<file path="src/rtl/uart_fifo_wrapper_if.sv">
`default_nettype none
// ============================================================================
// Module   : uart_fifo_wrapper_if
// Brief    : Host FIFO port plus serial pins of one uart_fifo_wrapper.
// Revision : 1.0 - initial release
// ============================================================================
interface uart_fifo_wrapper_if #(
    parameter int N_BIT = 8
);
    logic             rx;
    logic             tx;
    logic             rx_rd_en;
    logic             tx_wr_en;
    logic [N_BIT-1:0] tx_wr_data;
    logic             rx_empty;
    logic             rx_full;
    logic             tx_full;
    logic             rx_parity_error;
    logic             rx_frame_error;
    logic [N_BIT-1:0] rx_rd_data;

    modport slave (
        input  rx, rx_rd_en, tx_wr_en, tx_wr_data,
        output tx, rx_empty, rx_full, tx_full,
               rx_parity_error, rx_frame_error, rx_rd_data
    );

    modport master (
        output rx, rx_rd_en, tx_wr_en, tx_wr_data,
        input  tx, rx_empty, rx_full, tx_full,
               rx_parity_error, rx_frame_error, rx_rd_data
    );
endinterface
`default_nettype wire

</file>
<file path="src/rtl/uart_fifo_wrapper.sv">
`default_nettype none
// ============================================================================
// Module   : uart_fifo_wrapper (+ uart_fifo_wrapper_fifo)
// Brief    : Full-duplex even-parity UART with 16-deep TX and RX FIFOs.
// Revision : 1.0 - initial release
// ============================================================================
module uart_fifo_wrapper_fifo #(
    parameter int WIDTH = 8,
    parameter int AW    = 4
) (
    input  wire              clk,
    input  wire              rst,
    input  wire              wr_en,
    input  wire [WIDTH-1:0]  wr_data,
    input  wire              rd_en,
    output logic [WIDTH-1:0] rd_data,
    output logic             full,
    output logic             empty
);
    localparam int c_DEPTH = 1 << AW;

    logic [WIDTH-1:0] r_mem [c_DEPTH];
    logic [AW-1:0]    r_wr_ptr;
    logic [AW-1:0]    r_rd_ptr;
    logic [AW:0]      r_count;
    logic [AW:0]      w_count_next;
    logic             r_full;
    logic             r_empty;
    logic             w_push;
    logic             w_pop;

    assign w_push = wr_en && !r_full;
    assign w_pop  = rd_en && !r_empty;

    always_comb begin
        w_count_next = r_count;
        case ({w_push, w_pop})
            2'b10:   w_count_next = r_count + 1'b1;
            2'b01:   w_count_next = r_count - 1'b1;
            default: w_count_next = r_count;
        endcase
    end

    // Storage is cleared so the fall-through head reads zero out of reset.
    always_ff @(posedge clk) begin
        if (rst) begin
            for (int i = 0; i < c_DEPTH; i++) begin
                r_mem[i] <= '0;
            end
            r_wr_ptr <= '0;
            r_rd_ptr <= '0;
            r_count  <= '0;
            r_full   <= 1'b0;
            r_empty  <= 1'b1;
        end else begin
            if (w_push) begin
                r_mem[r_wr_ptr] <= wr_data;
                r_wr_ptr        <= r_wr_ptr + 1'b1;
            end
            if (w_pop) begin
                r_rd_ptr <= r_rd_ptr + 1'b1;
            end
            r_count <= w_count_next;
            r_full  <= (w_count_next == (AW+1)'(c_DEPTH));
            r_empty <= (w_count_next == '0);
        end
    end

    assign rd_data = r_mem[r_rd_ptr];
    assign full    = r_full;
    assign empty   = r_empty;
endmodule

module uart_fifo_wrapper #(
    parameter int N_BIT   = 8,
    parameter int FIFO_AW = 4,
    parameter int DIVISOR = 326
) (
    input wire                  clk,
    input wire                  rst,
    uart_fifo_wrapper_if.slave  bus
);
    localparam int c_TICK_W = (DIVISOR > 1) ? $clog2(DIVISOR) : 1;
    localparam logic [c_TICK_W-1:0] c_TICK_LAST = c_TICK_W'(DIVISOR - 1);
    localparam int c_BIT_W = (N_BIT > 1) ? $clog2(N_BIT) : 1;
    localparam logic [c_BIT_W-1:0] c_LAST_BIT = c_BIT_W'(N_BIT - 1);
    localparam logic [3:0] c_MID_TICK  = 4'd7;
    localparam logic [3:0] c_LAST_TICK = 4'd15;

    typedef enum logic [2:0] {
        ST_IDLE   = 3'd0,
        ST_START  = 3'd1,
        ST_DATA   = 3'd2,
        ST_PARITY = 3'd3,
        ST_STOP   = 3'd4
    } uart_state_t;

    // ---------------- 16x oversample tick ----------------
    logic [c_TICK_W-1:0] r_div_cnt;
    logic                w_tick;

    assign w_tick = (r_div_cnt == c_TICK_LAST);

    always_ff @(posedge clk) begin
        if (rst || w_tick) begin
            r_div_cnt <= '0;
        end else begin
            r_div_cnt <= r_div_cnt + 1'b1;
        end
    end

    // ---------------- FIFOs ----------------
    logic             w_tx_pop;
    logic             w_tx_empty;
    logic [N_BIT-1:0] w_tx_head;
    logic             w_rx_push;
    logic [N_BIT-1:0] r_rx_shift;

    uart_fifo_wrapper_fifo #(.WIDTH(N_BIT), .AW(FIFO_AW)) u_tx_fifo (
        .clk     (clk),
        .rst     (rst),
        .wr_en   (bus.tx_wr_en),
        .wr_data (bus.tx_wr_data),
        .rd_en   (w_tx_pop),
        .rd_data (w_tx_head),
        .full    (bus.tx_full),
        .empty   (w_tx_empty)
    );

    uart_fifo_wrapper_fifo #(.WIDTH(N_BIT), .AW(FIFO_AW)) u_rx_fifo (
        .clk     (clk),
        .rst     (rst),
        .wr_en   (w_rx_push),
        .wr_data (r_rx_shift),
        .rd_en   (bus.rx_rd_en),
        .rd_data (bus.rx_rd_data),
        .full    (bus.rx_full),
        .empty   (bus.rx_empty)
    );

    // ---------------- Transmitter ----------------
    uart_state_t      r_tx_state, w_tx_state_next;
    logic [N_BIT-1:0] r_tx_shift, w_tx_shift_next;
    logic [c_BIT_W-1:0] r_tx_bit, w_tx_bit_next;
    logic [3:0]       r_tx_tick, w_tx_tick_next;
    logic             r_tx, w_tx_next;
    logic             w_tx_bit_done;

    assign w_tx_bit_done = w_tick && (r_tx_tick == c_LAST_TICK);

    always_ff @(posedge clk) begin
        if (rst) begin
            r_tx_state <= ST_IDLE;
            r_tx_shift <= '0;
            r_tx_bit   <= '0;
            r_tx_tick  <= '0;
            r_tx       <= 1'b1;
        end else begin
            r_tx_state <= w_tx_state_next;
            r_tx_shift <= w_tx_shift_next;
            r_tx_bit   <= w_tx_bit_next;
            r_tx_tick  <= w_tx_tick_next;
            r_tx       <= w_tx_next;
        end
    end

    always_comb begin
        w_tx_state_next = r_tx_state;
        w_tx_shift_next = r_tx_shift;
        w_tx_bit_next   = r_tx_bit;
        w_tx_tick_next  = r_tx_tick;
        w_tx_pop        = 1'b0;
        if (r_tx_state != ST_IDLE && w_tick) begin
            w_tx_tick_next = r_tx_tick + 1'b1;
        end
        case (r_tx_state)
            ST_IDLE: begin
                if (!w_tx_empty) begin
                    w_tx_pop        = 1'b1;
                    w_tx_shift_next = w_tx_head;
                    w_tx_bit_next   = '0;
                    w_tx_tick_next  = '0;
                    w_tx_state_next = ST_START;
                end
            end
            ST_START: begin
                if (w_tx_bit_done) w_tx_state_next = ST_DATA;
            end
            ST_DATA: begin
                if (w_tx_bit_done) begin
                    if (r_tx_bit == c_LAST_BIT) w_tx_state_next = ST_PARITY;
                    else                        w_tx_bit_next   = r_tx_bit + 1'b1;
                end
            end
            ST_PARITY: begin
                if (w_tx_bit_done) w_tx_state_next = ST_STOP;
            end
            ST_STOP: begin
                // A queued byte chains straight into the next start bit.
                if (w_tx_bit_done) begin
                    if (!w_tx_empty) begin
                        w_tx_pop        = 1'b1;
                        w_tx_shift_next = w_tx_head;
                        w_tx_bit_next   = '0;
                        w_tx_state_next = ST_START;
                    end else begin
                        w_tx_state_next = ST_IDLE;
                    end
                end
            end
            default: w_tx_state_next = ST_IDLE;
        endcase
    end

    // Line level is registered from the next-state view to keep tx glitch-free.
    always_comb begin
        w_tx_next = 1'b1;
        case (w_tx_state_next)
            ST_START:  w_tx_next = 1'b0;
            ST_DATA:   w_tx_next = w_tx_shift_next[w_tx_bit_next];
            ST_PARITY: w_tx_next = ^w_tx_shift_next;
            default:   w_tx_next = 1'b1;
        endcase
    end

    assign bus.tx = r_tx;

    // ---------------- Receiver ----------------
    logic r_rx_meta, r_rx_sync, r_rx_prev;
    logic w_rx_fall;

    always_ff @(posedge clk) begin
        if (rst) begin
            r_rx_meta <= 1'b1;
            r_rx_sync <= 1'b1;
            r_rx_prev <= 1'b1;
        end else begin
            r_rx_meta <= bus.rx;
            r_rx_sync <= r_rx_meta;
            r_rx_prev <= r_rx_sync;
        end
    end

    // Edge-triggered arming: a line stuck low after a bad stop bit is ignored.
    assign w_rx_fall = r_rx_prev && !r_rx_sync;

    uart_state_t        r_rx_state, w_rx_state_next;
    logic [N_BIT-1:0]   w_rx_shift_next;
    logic [c_BIT_W-1:0] r_rx_bit, w_rx_bit_next;
    logic [3:0]         r_rx_tick, w_rx_tick_next;
    logic               r_rx_par_bad, w_rx_par_bad_next;
    logic               r_parity_err, w_parity_err_next;
    logic               r_frame_err, w_frame_err_next;
    logic               w_rx_sample;

    assign w_rx_sample = w_tick && (r_rx_tick == c_LAST_TICK);

    always_ff @(posedge clk) begin
        if (rst) begin
            r_rx_state   <= ST_IDLE;
            r_rx_shift   <= '0;
            r_rx_bit     <= '0;
            r_rx_tick    <= '0;
            r_rx_par_bad <= 1'b0;
            r_parity_err <= 1'b0;
            r_frame_err  <= 1'b0;
        end else begin
            r_rx_state   <= w_rx_state_next;
            r_rx_shift   <= w_rx_shift_next;
            r_rx_bit     <= w_rx_bit_next;
            r_rx_tick    <= w_rx_tick_next;
            r_rx_par_bad <= w_rx_par_bad_next;
            r_parity_err <= w_parity_err_next;
            r_frame_err  <= w_frame_err_next;
        end
    end

    always_comb begin
        w_rx_state_next   = r_rx_state;
        w_rx_shift_next   = r_rx_shift;
        w_rx_bit_next     = r_rx_bit;
        w_rx_tick_next    = r_rx_tick;
        w_rx_par_bad_next = r_rx_par_bad;
        w_parity_err_next = r_parity_err;
        w_frame_err_next  = r_frame_err;
        w_rx_push         = 1'b0;
        if (r_rx_state != ST_IDLE && w_tick) begin
            w_rx_tick_next = r_rx_tick + 1'b1;
        end
        case (r_rx_state)
            ST_IDLE: begin
                if (w_rx_fall) begin
                    w_rx_tick_next  = '0;
                    w_rx_state_next = ST_START;
                end
            end
            ST_START: begin
                // Half a bit in: still low means a real start, and re-centres sampling.
                if (w_tick && r_rx_tick == c_MID_TICK) begin
                    if (r_rx_sync) begin
                        w_rx_state_next = ST_IDLE;
                    end else begin
                        w_rx_tick_next  = '0;
                        w_rx_bit_next   = '0;
                        w_rx_state_next = ST_DATA;
                    end
                end
            end
            ST_DATA: begin
                if (w_rx_sample) begin
                    w_rx_shift_next = {r_rx_sync, r_rx_shift[N_BIT-1:1]};
                    if (r_rx_bit == c_LAST_BIT) w_rx_state_next = ST_PARITY;
                    else                        w_rx_bit_next   = r_rx_bit + 1'b1;
                end
            end
            ST_PARITY: begin
                if (w_rx_sample) begin
                    w_rx_par_bad_next = (r_rx_sync != ^r_rx_shift);
                    w_rx_state_next   = ST_STOP;
                end
            end
            ST_STOP: begin
                if (w_rx_sample) begin
                    w_rx_push         = 1'b1;
                    w_parity_err_next = r_rx_par_bad;
                    w_frame_err_next  = !r_rx_sync;
                    w_rx_state_next   = ST_IDLE;
                end
            end
            default: w_rx_state_next = ST_IDLE;
        endcase
    end

    assign bus.rx_parity_error = r_parity_err;
    assign bus.rx_frame_error  = r_frame_err;
endmodule
`default_nettype wire

</file>
<file path="src/flat_wrapper.sv">
// flat-port wrapper written by rule: the top's interface ports become plain ports
module uart_fifo_wrapper_flat 
#(
    parameter int N_BIT   = 8,
    parameter int FIFO_AW = 4,
    parameter int DIVISOR = 326
)
  (clk, rst, bus_rx, bus_rx_rd_en, bus_tx_wr_en, bus_tx_wr_data, bus_tx, bus_rx_empty, bus_rx_full, bus_tx_full, bus_rx_parity_error, bus_rx_frame_error, bus_rx_rd_data);
  uart_fifo_wrapper_if #(.N_BIT(N_BIT)) bus_i ();
  input wire clk;
  input wire rst;
  input wire logic [$bits(bus_i.rx)-1:0] bus_rx;
  input wire logic [$bits(bus_i.rx_rd_en)-1:0] bus_rx_rd_en;
  input wire logic [$bits(bus_i.tx_wr_en)-1:0] bus_tx_wr_en;
  input wire logic [$bits(bus_i.tx_wr_data)-1:0] bus_tx_wr_data;
  output wire logic [$bits(bus_i.tx)-1:0] bus_tx;
  output wire logic [$bits(bus_i.rx_empty)-1:0] bus_rx_empty;
  output wire logic [$bits(bus_i.rx_full)-1:0] bus_rx_full;
  output wire logic [$bits(bus_i.tx_full)-1:0] bus_tx_full;
  output wire logic [$bits(bus_i.rx_parity_error)-1:0] bus_rx_parity_error;
  output wire logic [$bits(bus_i.rx_frame_error)-1:0] bus_rx_frame_error;
  output wire logic [$bits(bus_i.rx_rd_data)-1:0] bus_rx_rd_data;
  assign bus_i.rx = bus_rx;
  assign bus_i.rx_rd_en = bus_rx_rd_en;
  assign bus_i.tx_wr_en = bus_tx_wr_en;
  assign bus_i.tx_wr_data = bus_tx_wr_data;
  assign bus_tx = bus_i.tx;
  assign bus_rx_empty = bus_i.rx_empty;
  assign bus_rx_full = bus_i.rx_full;
  assign bus_tx_full = bus_i.tx_full;
  assign bus_rx_parity_error = bus_i.rx_parity_error;
  assign bus_rx_frame_error = bus_i.rx_frame_error;
  assign bus_rx_rd_data = bus_i.rx_rd_data;
  uart_fifo_wrapper #(.N_BIT(N_BIT), .FIFO_AW(FIFO_AW), .DIVISOR(DIVISOR)) u_core (.clk(clk), .rst(rst), .bus(bus_i));
endmodule
</file>
<file path="config.mk">
export PLATFORM = sky130hd
export DESIGN_NAME = uart_fifo_wrapper_flat
export DESIGN_NICKNAME = d
export VERILOG_FILES = /design/src/rtl/uart_fifo_wrapper_if.sv /design/src/rtl/uart_fifo_wrapper.sv /design/src/flat_wrapper.sv
export SDC_FILE = /design/constraint.sdc
export NUM_CORES = 1
export LEC_CHECK = 0
export BUFFER_PORTS_ARGS = -buffer_cell sky130_fd_sc_hd__clkbuf_2
export CAP_MARGIN = 5
export CORE_MARGIN = 1.5
export CORE_UTILIZATION = 63
export CTS_BUF_LIST = sky130_fd_sc_hd__clkbuf_4
export DETAILED_ROUTE_END_ITERATION = 10
export HOLD_SLACK_MARGIN = 0.02
export PLACE_DENSITY = 0.8
export SLEW_MARGIN = 25
export SYNTH_ARGS = -nofsm -noshare
export SYNTH_HDL_FRONTEND = slang
export SYNTH_HIERARCHICAL = 1
export SYNTH_SLANG_ARGS = --single-unit
export TNS_END_PERCENT = 1
</file>
<file path="constraint.sdc">
create_clock -name clk -period 4.8 [get_ports clk]
set_input_delay 0.72 -clock clk [delete_from_list [all_inputs] [get_ports clk]]
set_output_delay 0.72 -clock clk [all_outputs]
set_load 0.05 [all_outputs]
</file>
==> flow_summary.ini <==
[status]
status = finished, final reports clean

[logic_synthesis]
avgSynthCellArea_sq_um = 13.35
synth-compound-area-share = 0.03695
synth_cells = 1228
synthMuxAreaShare = 0.1283
synth_top_family_by_area = simple AND/OR/NAND/NOR gates
synth-simple-area-share = 0.1809
synth_top_area_cell = edfxtp_1
synth_xor_area_frac = 0.03100
synth_area_leaders = edfxtp_1, dfxtp_1, and2_1
synth_cell_types = 60
ys_ff_latch = 346
yosysSeqAreaShare = 0.5790
synth-warning-count = 6
synthAdderAreaFrac = 0.01756
syn-num-nets = 1264
async_reset_ff_frac = 0
mappedNetlistArea_sq_um = 16390
synth_edf_count = 256
synth_top_area_frac = 0.4691
synth_ff_type = edfxtp_1

[worst_setup_path]
r2r_end = u_core/u_tx_fifo/full
reg2reg_depth = 14
critPathKind = flip-flop to flip-flop
r2r_start = u_core/r_div_cnt[0]
worstPathArrival_ns = 4.58
cp-start-kind = flip-flop
r2r_setup_slack_ns = 0.79
worst_ep_required_time_ns = 5.38
crit_fanout = 15
end_kind = flip-flop

[timing]
setup_tns_ns = 0
setup_viol_count_final = 0
fin_skew_ns = 0.05182
period_share = 0.8352
max_freq_mhz = 249.4
relSlewSlack = 0.3273
slew_violations = 0
hold_viol = 0
grt_setup_unrepaired = false
worst_pin_slew_ns = 1.009
period_needed_ns = 4.009

[min_path]
hp-class = primary input to flip-flop
hold_depth = 2
hp-start = bus_rx
hold-path-endpoint = u_core/r_rx_meta

[power]
power_mw = 6.504
peakVddDrop_mv = 0.3127
p_per_area_nw_per_um2 = 366.9
sw_frac_of_total = 0.2546
internal-power_mw = 4.848
comb_power_share = 0.112
leakage_nw = 6.490
clockPowerShare = 0.356
p_seq_frac = 0.532
switchingPower_mw = 1.656

[die]
die_area_sq_um = 26990
die_x_um = 164.3
coreArea_sq_um = 25330
initial_core_util = 0.6471
die_height_um = 164.3
ios = 27
num_rows = 58

[routing]
dr.pass1.iters = 7
wl_mm = 32.41
via_per_inst = 5.872
wl_per_cell_um = 19.32
drcViolationCount = 0
drt_iter0_drc = 891
vias = 9854
postRouteAntennaNets = 0

[place]
portBuffers = 26
hpwlAfterDp_mm = 21.31
place_congestion = 0.8132

[cts]
cts_resized = 0
cts_buffer_depth = 3
cts_setup_buffers = 0
cts.reportedPaths.clkPinSlew_ns = 0.06
clockRootBuffer = clkbuf_4
htree_levels = 3
cts_made_buffers = 85
cts_tree = built
insertion_delay_ns = 0.73
clock_sinks = 346
cts_hold_buf = 0

[final_layout]
drive_gt1_frac = 0.1797
area_growth_pct = 8.177
layout_common_cells = and2_1, edfxtp_1, clkbuf_4
final_common_cell = and2_1
nets = 1322

[grt]
grt_first_pass_wirelength_mm = 50.87
grt_use_total = 0.2513
grt_pass1_vias = 9675
overflow = 0
grt_max_degree = 66
antenna_found_initial = 1

[run]
cap_violations = 0
## critical path, stage by stage (launching register included)
cell	delay, ns
dfxtp_1	0.41
ha_1	0.19
and4b_1	0.27
nand3_4	0.17
a21o_1	0.33
inv_1	0.29
nor2b_1	0.48
ha_1	0.41
xor2_1	0.22
ha_1	0.22
nor2_1	0.06
nand4b_1	0.19
o2111ai_1	0.16
xor2_1	0.24
and4bb_1	0.24
## cell usage after synthesis (3+ instances only)
master / count
or3_1: 3
xnor2_1: 32
nor3b_1: 4
or2_2: 20
nand4b_1: 3
a21o_1: 6
nor2_1: 100
nor3_1: 7
buf_8: 4
clkbuf_1: 50
o21ai_1: 5
inv_1: 16
nand4_1: 9
a211oi_1: 4
buf_1: 7
buf_2: 4
nor4b_1: 3
nor4_1: 3
a32oi_1: 3
nand3_1: 20
ha_1: 23
xor2_1: 26
nor3_2: 4
and2_1: 260
o21ai_0: 25
mux2i_1: 12
mux4_1: 48
buf_6: 3
a21oi_1: 35
nand3b_1: 4
nand2b_1: 9
nor2b_1: 9
dfxtp_1: 90
edfxtp_1: 256
mux4_2: 32
nand2_1: 56
## sequential cells by signal, summed over array words and instances (netlist names), 3 cells and up, named ones only
signal / cells
u_core/r_rx_shift: 8
u_core/r_tx_state: 3
u_core/u_rx_fifo/r_wr_ptr: 4
u_core/u_tx_fifo/r_rd_ptr: 4
u_core/u_tx_fifo/r_wr_ptr: 4
u_core/u_rx_fifo/r_count: 5
u_core/r_tx_bit: 3
u_core/u_tx_fifo/r_mem: 128
u_core/r_tx_tick: 4
u_core/u_rx_fifo/r_rd_ptr: 4
u_core/u_tx_fifo/r_count: 5
u_core/r_div_cnt: 9
u_core/r_rx_bit: 3
u_core/r_rx_state: 3
u_core/u_rx_fifo/r_mem: 128
u_core/r_rx_tick: 4
u_core/r_tx_shift: 8
## layout make-up
type,count,area (sq um)
sequential,346,9492
fill,1680,7599
multi-input combinational,795,6472
clock buffer,121,908.4
tap,330,412.9
timing repair buffer,41,242.7
clock inverter,27,133.9
inverter,17,63.81
antenna,1,2.502
## power groups by stage
stage	combinational (mW)	sequential (mW)	clock, mW
6_report	0.728	3.46	2.32
5_1_grt	0.795	3.48	2.54
4_1_cts	0.731	3.46	2.38
3_5_place_dp	0.725	3.53	0
3_3_place_gp	0.710	3.52	0
2_1_floorplan	0.613	3.47	0
## kinds of logic after synthesis
family / count (synthesis)
multiplexers: 92
adder cells (fa/ha/maj): 23
AND/OR/NAND/NOR: 524
flip-flops: 346
XOR/XNOR: 58
AO/OA/AOI/OAI: 98
buffers and inverters: 87
## worst max-delay path by stage
stage                        startpoint                     to  slack, ns  depth (start not counted)
floorplan           u_core/r_div_cnt[4]  u_core/u_rx_fifo/full       1.23                         15
global placement    u_core/r_div_cnt[4]  u_core/u_rx_fifo/full       1.01                         15
detailed placement  u_core/r_div_cnt[0]  u_core/u_tx_fifo/full       0.88                         14
CTS                           flip-flop      bus_rx_rd_data[3]       0.76                          3
global route        u_core/r_div_cnt[0]  u_core/u_tx_fifo/full       0.43                         14
finish              u_core/r_div_cnt[0]  u_core/u_tx_fifo/full       0.79                         14
## routing by layer
layer	track usage	share of wire	up-vias
met5	0	0	-
met4	0.07975	0.018	0
met3	0.05101	0.067	51
met2	0.4294	0.51	362
met1	0.3232	0.40	4803
li1	-	-	4638
## metrics by stage
stage,utilization,hold WS [ns],setup slack (ns),std cells,instance area [sq um]
5_1_grt,0.7000,0.1740,0.4317,1678,17730
4_1_cts,0.6999,0.1598,0.7555,1677,17730
3_3_place_gp,0.6585,0.4302,1.006,1529,16680
3_5_place_dp,0.6587,0.4404,0.8803,1529,16680
6_report,0.7000,0.2132,0.7909,1678,17730
2_1_floorplan,-,0.3895,1.235,1228,16390
Note: power is estimated with default switching activity, not from simulation.
